$ cat config.mk
export PLATFORM = sky130hd
export DESIGN_NAME = conv_stream_driver
export DESIGN_NICKNAME = d
export VERILOG_FILES = /design/src/rtl/conv_stream_driver.sv
export SDC_FILE = /design/constraint.sdc
export NUM_CORES = 2
export LEC_CHECK = 0
export ABC_CLOCK_PERIOD_IN_PS = 3800
export CORE_UTILIZATION = 55
export DETAILED_ROUTE_END_ITERATION = 7
export PLACE_DENSITY_LB_ADDON = 0.2
export REMOVE_ABC_BUFFERS = 1
export SYNTH_ARGS = -nofsm -noshare
export SYNTH_HDL_FRONTEND = slang
export SYNTH_SLANG_ARGS = --single-unit
$ cat constraint.sdc
create_clock -name clk -period 3.8 [get_ports clk]
set_clock_uncertainty 0.15 [all_clocks]
set_input_delay 0.76 -clock clk [delete_from_list [all_inputs] [get_ports clk]]
set_output_delay 0.76 -clock clk [all_outputs]
set_load 0.05 [all_outputs]
$ cat src/rtl/conv_stream_driver.sv
`timescale 1ns/1ps
`default_nettype none
// ============================================================================
//  Module   : conv_stream_driver
//  Purpose  : Host-loaded x source and y sink around a conv_* engine:
//             streams LENX samples out over valid/ready, then captures
//             LENY = LENX-LENF+1 results for registered readback.
//  Revision : 1.0  initial release
// ============================================================================
module conv_stream_driver #(
    parameter int WIDTH = 32,
    parameter int LENX  = 43,
    parameter int LENF  = 16,
    parameter int ADDRX = 6,
    parameter int ADDRY = 5
) (
    input  logic             clk,
    input  logic             reset,
    input  logic             h_wr_en,
    input  logic [ADDRX-1:0] h_addr,
    input  logic [WIDTH-1:0] h_data,
    input  logic             start,
    output logic [WIDTH-1:0] m_data_out_x,
    output logic             m_valid_x,
    input  logic             m_ready_x,
    input  logic [WIDTH-1:0] s_data_in_y,
    input  logic             s_valid_y,
    output logic             s_ready_y,
    input  logic             y_hold,
    input  logic [ADDRY-1:0] rd_addr,
    output logic [WIDTH-1:0] rd_data,
    output logic             busy,
    output logic             done
);

    localparam int               c_LENY     = LENX - LENF + 1;
    localparam logic [ADDRX-1:0] c_TX_LAST  = ADDRX'(LENX - 1);
    localparam logic [ADDRY-1:0] c_RX_LAST  = ADDRY'(c_LENY - 1);
    localparam logic [ADDRX:0]   c_LENX_EXT = (ADDRX + 1)'(LENX);

    typedef enum logic [1:0] {
        ST_IDLE = 2'd0,
        ST_PREF = 2'd1,
        ST_SEND = 2'd2,
        ST_RECV = 2'd3
    } state_t;

    state_t           r_state;
    logic [WIDTH-1:0] r_xbuf [LENX];
    logic [WIDTH-1:0] r_ybuf [2**ADDRY];
    logic [ADDRX-1:0] r_tx_idx;
    logic [ADDRY-1:0] r_rx_idx;
    logic [WIDTH-1:0] r_data_x;
    logic             r_valid_x;
    logic             r_recv;
    logic             r_busy;
    logic             r_done;
    logic [WIDTH-1:0] r_rd_data;

    logic             w_x_hs;
    logic             w_y_hs;
    logic             w_host_wr;
    logic [ADDRX-1:0] w_tx_next;

    assign w_x_hs    = r_valid_x & m_ready_x;
    assign w_y_hs    = r_recv & ~y_hold & s_valid_y;
    assign w_host_wr = h_wr_en & (r_state == ST_IDLE) & ({1'b0, h_addr} < c_LENX_EXT);
    assign w_tx_next = r_tx_idx + 1'b1;

    // x buffer is frozen outside IDLE so the read-ahead path never races a write
    always_ff @(posedge clk) begin
        if (w_host_wr) begin
            r_xbuf[h_addr] <= h_data;
        end
    end

    always_ff @(posedge clk) begin
        if (w_y_hs) begin
            r_ybuf[r_rx_idx] <= s_data_in_y;
        end
    end

    // Non-blocking read gives old data on a same-cycle write to the same address
    always_ff @(posedge clk or negedge reset) begin
        if (!reset) begin
            r_rd_data <= '0;
        end else begin
            r_rd_data <= r_ybuf[rd_addr];
        end
    end

    always_ff @(posedge clk or negedge reset) begin
        if (!reset) begin
            r_state   <= ST_IDLE;
            r_tx_idx  <= '0;
            r_rx_idx  <= '0;
            r_data_x  <= '0;
            r_valid_x <= 1'b0;
            r_recv    <= 1'b0;
            r_busy    <= 1'b0;
            r_done    <= 1'b0;
        end else begin
            case (r_state)
                ST_IDLE: begin
                    if (start) begin
                        r_state  <= ST_PREF;
                        r_busy   <= 1'b1;
                        r_done   <= 1'b0;
                        r_tx_idx <= '0;
                        r_rx_idx <= '0;
                    end
                end
                ST_PREF: begin
                    r_data_x  <= r_xbuf[r_tx_idx];
                    r_valid_x <= 1'b1;
                    r_state   <= ST_SEND;
                end
                ST_SEND: begin
                    if (w_x_hs) begin
                        r_tx_idx <= w_tx_next;
                        if (r_tx_idx == c_TX_LAST) begin
                            r_valid_x <= 1'b0;
                            r_recv    <= 1'b1;
                            r_state   <= ST_RECV;
                        end else begin
                            // read-ahead keeps the stream bubble-free
                            r_data_x <= r_xbuf[w_tx_next];
                        end
                    end
                end
                ST_RECV: begin
                    if (w_y_hs) begin
                        r_rx_idx <= r_rx_idx + 1'b1;
                        if (r_rx_idx == c_RX_LAST) begin
                            r_recv  <= 1'b0;
                            r_busy  <= 1'b0;
                            r_done  <= 1'b1;
                            r_state <= ST_IDLE;
                        end
                    end
                end
                default: begin
                    r_state <= ST_IDLE;
                end
            endcase
        end
    end

    assign m_data_out_x = r_data_x;
    assign m_valid_x    = r_valid_x;
    assign s_ready_y    = r_recv & ~y_hold;
    assign rd_data      = r_rd_data;
    assign busy         = r_busy;
    assign done         = r_done;

endmodule
`default_nettype wire

[After elaboration in Yosys (flattened, before gate mapping)]
Memory sizes are Yosys's and may differ from the RTL's. A register that Yosys moved wholly into a read port is not among the register bits.
Cells that the tools add are included.
Word-level totals
  bits in registers: 49
  bits in writable memories: 2400
  input port bits: 82
  output and inout port bits: 68
  memories: 2
Memories
  r_xbuf: words 43, width 32, read ports 2, clocked after memory_dff 0, wr ports 1, line 49  | logic [WIDTH-1:0] r_xbuf [LENX];
  r_ybuf: words 32, width 32, read ports 1, clocked after memory_dff 1, wr ports 1, line 50  | logic [WIDTH-1:0] r_ybuf [2**ADDRY];
Operators by class
  add/subtract/negate cells: 2
  order comparisons: 1
  eq/ne operators: 11
  mux-type cells: 33
  bitwise operators: 6
  reductions and logical operators: 13
Operator list (count)
  $mux W32: 2
  $pmux W32 S2: 1
  $mux W1: 14
  $mux W6: 2
  $ne A2 B2 Y1 const B: 6
  $pmux W6 S2: 1
  $reduce_and A3 Y1: 4
  $mux W2: 5
  $mux W5: 2
  $pmux W5 S2: 1
  $reduce_and A5 Y1: 2
  $pmux W1 S2: 4
  $pmux W2 S4: 1
  $reduce_bool A2 Y1: 4
  $add A6 B1 Y6 const B: 1
  $eq A6 B6 Y1 const B: 1
  $lt A6 B6 Y1 const B: 1
  $add A5 B1 Y5 const B: 1
  $and A1 B1 Y1: 5
  $eq A5 B5 Y1 const B: 1
  $eq A2 B2 Y1 const B: 2
  $reduce_and A4 Y1: 1
  $eq A2 B1 Y1 const B: 1
  $logic_not A2 Y1: 1
  other kinds (2): 2

[Logic depth before layout (Yosys ltp)]
  depth in word-level cells: 5
  mapped depth: 15
  depth with buffers taken out: 7

[Worst setup path before layout]
OpenSTA, ideal clock, no wires.
  kind: input to register
  start: input y_hold
  end: memory r_ybuf[26][0], enable pin
  setup time: 0.421 ns
  arrival: 3.295 ns
  slack: -0.066 ns
  stages on the path: 4
  buffers on the path: 0
  path through: nor2b_1 > and2_1 > nand2_1 > nor2_1
Between the ends
  cells in the longest elaborated chain, start to end: 5
RTL lines
  from (decl): line 29  | input logic y_hold,
  $not A1 Y1: line 66  | assign w_y_hs = r_recv & ~y_hold & s_valid_y;
  $and A1 B1 Y1 (2 in series): line 66
  $mux W1: line 78  | if (w_y_hs) begin
  $mux W1 (not written as such): line 79  | r_ybuf[r_rx_idx] <= s_data_in_y;
  to (decl): line 50
No other way between the ends.

[Worst setup path after layout]
  start: register r_tx_idx[0]
  end: register r_data_x[12] (netlist: m_data_out_x[12])
Between the ends
  cells in the longest elaborated chain, start to end: 5
  elaborated cells between the ends (all ways): 8
  classes of those cells: 1 x add/sub; 2 x eq/ne; 3 x mux; 1 x reduce/logical; 1 x memory
RTL lines
  from (decl): line 51  | logic [ADDRX-1:0] r_tx_idx;
  from (signal assigned): line 120  | r_tx_idx <= w_tx_next;
  $add A6 B1 Y6: line 68  | assign w_tx_next = r_tx_idx + 1'b1;
  $mem_v2 Z43 W32
  $mux W32: line 121  | if (r_tx_idx == c_TX_LAST) begin
  $mux W32: line 119  | if (w_x_hs) begin
  $pmux W32 S2: line 103  | case (r_state)
  to (signal assigned): line 114  | r_data_x <= r_xbuf[r_tx_idx];
  to (signal assigned): line 127  | r_data_x <= r_xbuf[w_tx_next];
  to (decl): line 53  | logic [WIDTH-1:0] r_data_x;
Several ways; a longest one is shown, not always the timed one. The select of a mux whose other input is x is not followed.
A chain may end at the register's enable or synchronous reset.

==> reports/qor.txt <==
HPWL reported at the end of detailed placement -> 170.3 mm
starting DRC count in detailed routing -> 6734
Worst-Skew Late Latency -> 0.90 ns
maximum vdd drop -> 404.0 uV
EDFF count, synth -> 2400
sequential area share after synthesis -> 69.45%
Clock Pin Slew Worst Setup and Hold Paths -> 0.06 ns
DR vias -> 57555
RD Place Congestion -> 0.8585
Reg2Reg Depth -> 7
unique cell type count in the Yosys netlist -> 60
DRC -> 0
clock period minus final worst setup slack -> 3.417 ns
Async S/R FF share, synth -> 3.265%
worst-path maximum fanout -> 46
global-route wire length before repair -> 417.7 mm
TritonCTS Sinks -> 2481
Critical Path Source Type -> register
final core area utilization -> 63.28%
Max Cap Viol -> 0
clock buffer depth -> 3
status -> completed
H-tree depth -> 4
Crit path arrival time -> 4.02 ns
Core Footprint -> 0.1926 mm2
Crit. End Element -> register
synthesized area -> 0.1067 mm2
Cell Count Post-Placement -> 7884
vias in the first global route -> 58630
most numerous cell in the Yosys netlist -> edfxtp_1
top cell type's share of synthesized area -> 67.55%
Worst slew margin -> 22.29%
FF-to-FF Start -> r_tx_idx[0]$_DFFE_PN0P_
post-route ant nets -> 0
Tightest Pin Transition -> 1.162 ns
Die ar. -> 0.1957 mm2
Max Fclk -> 292.7 MHz
boundary pin count -> 150
RSZ-0062 raised after global routing -> false
Max Slew Vio Count -> 0
largest net degree at the start of global routing -> 115
Commonest cells post-synth -> edfxtp_1 (2400), mux4_2 (896), nand2_1 (307)
Hold Path Class -> in -> async
Worst R2R Setup Slack -> 0.38 ns
synth warn -> 0
I/O Buffers -> 149
Power Dens Cells -> 450.0 mW/mm2
grt ovf -> 0
P_leak -> 37.83 nW
Initial Util -> 55.40%
DRT Pass-1 Iters -> 6
initial antenna violation count -> 6
layout cells sized above 1 -> 31.13%
Worst Setup Path Type -> reg -> reg
Syn-to-layout area delta -> 14.22%
Final period util -> 89.92%
Die Y -> 442.4 um
Syn Area/Cell -> 20.24 um2
final setup violating endpoints -> 0
Final nets -> 5695
Routed WL per cell -> 34.79 um
Worst Path Required -> 4.41 ns
CTS Buf Count -> 241
synthesized instance count -> 5270
Layout Cells excl Fill -> 8342
area leader, netlist -> edfxtp_1
Final Hold Fails -> 0
drt total wl -> 290.3 mm
TritonCTS clock tree -> done
site row count -> 161
Die Wd -> 442.4 um
top area cells in the synthesized netlist -> edfxtp_1 (68%), mux4_2 (19%), mux2i_1 (2.2%), dfrtp_1 (1.9%), nand2_1 (1.1%)
synthesized flop and latch total -> 2481
Clock Tree Root -> clkbuf_16
GRT Util Overall -> 29.84%
FF-to-FF End -> m_data_out_x[12]$_DFFE_PN0P_
Main synth FF type -> edfxtp_1
Vias/cell -> 6.899
## cell usage in the layout (no fill, tap or decap), types with 75 or more instances in the layout
cell | Yosys | layout
edfxtp_1 | 2400 | 2400
mux4_2 | 896 | 896
nand2_1 | 307 | 306
clkbuf_16 | 0 | 245
mux2i_1 | 234 | 234
buf_4 | 46 | 196
nor2_1 | 235 | 160
clkdlybuf4s50_1 | 0 | 138
buf_12 | 0 | 132
mux2_2 | 95 | 95
a221oi_1 | 95 | 95
o21ai_0 | 78 | 78
nor2_4 | 0 | 75
dfrtp_1 | 81 | 75
## where the power goes
group	leakage (nW)	switching, mW	total, mW	internal [mW]
combinational	11.7	0.948	1.54	0.596
sequential	22.4	0.0235	30.1	30.0
clock	3.74	10.2	23.2	13.0
## per-layer routing
metal,vias to the layer above,part of all wire (%),GRT usage (%)
li1,23076,-,-
met2,3126,50,49.52
met1,30745,37,39.35
met3,604,8.0,4.568
met5,-,0.016,0
met4,4,4.9,13.49
## sequential cells by signal (all words and copies together) (netlist names)
| name | cells |
|---|---|
| rd_data | 32 |
| done | 1 |
| r_xbuf | 1376 |
| m_data_out_x | 32 |
| r_recv | 1 |
| r_ybuf | 1024 |
| r_state | 2 |
| r_rx_idx | 5 |
| r_tx_idx | 6 |
| m_valid_x | 1 |
| busy | 1 |
## worst max-delay path by stage
stage	start	endpoint	slack (ns)	cells past startpoint
after detailed placement	h_addr[0]	r_xbuf[14][20]$_DFFE_PP_	0.35	9
after global routing	r_tx_idx[0]$_DFFE_PN0P_	m_data_out_x[6]$_DFFE_PN0P_	0.09	7
after floorplan	r_tx_idx[0]$_DFFE_PN0P_	m_data_out_x[0]$_DFFE_PN0P_	-34.34	7
after CTS	r_tx_idx[0]$_DFFE_PN0P_	m_data_out_x[6]$_DFFE_PN0P_	0.34	7
after global placement	h_addr[0]	r_xbuf[5][8]$_DFFE_PP_	0.28	9
final	r_tx_idx[0]$_DFFE_PN0P_	m_data_out_x[12]$_DFFE_PN0P_	0.38	7
## worst max-delay path, cell delays in order (launching register included)
cell	delay [ns]
dfrtp_4	0.65
clkinv_2	0.14
ha_4	0.43
buf_4	0.57
mux4_2	0.41
mux4_2	0.49
o2111ai_1	0.33
a221oi_2	0.09
## layout make-up
| cell class | count | area (um2) |
|---|---|---|
| multi-input cells | 2392 | 31250 |
| clock buffers | 311 | 6429 |
| well taps | 2526 | 3161 |
| diodes | 4 | 10.01 |
| fillers | 12921 | 70720 |
| clock inverters | 142 | 1276 |
| repair buffers | 476 | 5577 |
| inverters | 10 | 38.79 |
| flip-flops and latches | 2481 | 74120 |
## what timing repair did
action | in CTS | in global routing
gates resized for setup | 0 | 0
setup buffers | 0 | 0
hold endpoints to repair | 25 | 0
hold buffers | 1 | 0
## kinds of logic (layout without fill, tap and decap cells)
family | count (synthesis) | after routing | share of synthesized area [%]
adders and majority gates | 11 | 11 | 0.1290
muxes | 1225 | 1225 | 22.11
DFF | 2481 | 2481 | 69.45
other | 0 | 4 | 0
xor gates and xnor gates | 10 | 10 | 0.1032
buffers and inverters | 397 | 939 | 1.909
AOI/OAI and AO/OA | 505 | 505 | 3.775
and+or+nand+nor | 641 | 641 | 2.516
## metrics by stage
stage	hold WS, ns	power (mW)	setup TNS [ns]	cell area [um2]	worst slack [ns]
2_1_floorplan	0.3144	31.20	-1382.22	104700	-34.34
3_3_place_gp	0.3241	32.16	0	114100	0.2820
3_5_place_dp	0.3238	32.19	0	114100	0.3510
4_1_cts	0.1484	55.13	0	121800	0.3377
5_1_grt	0.2080	56.19	0	121900	0.08714
6_report	0.1847	54.84	0	121900	0.3830
Power figures use the tool's default switching activity.
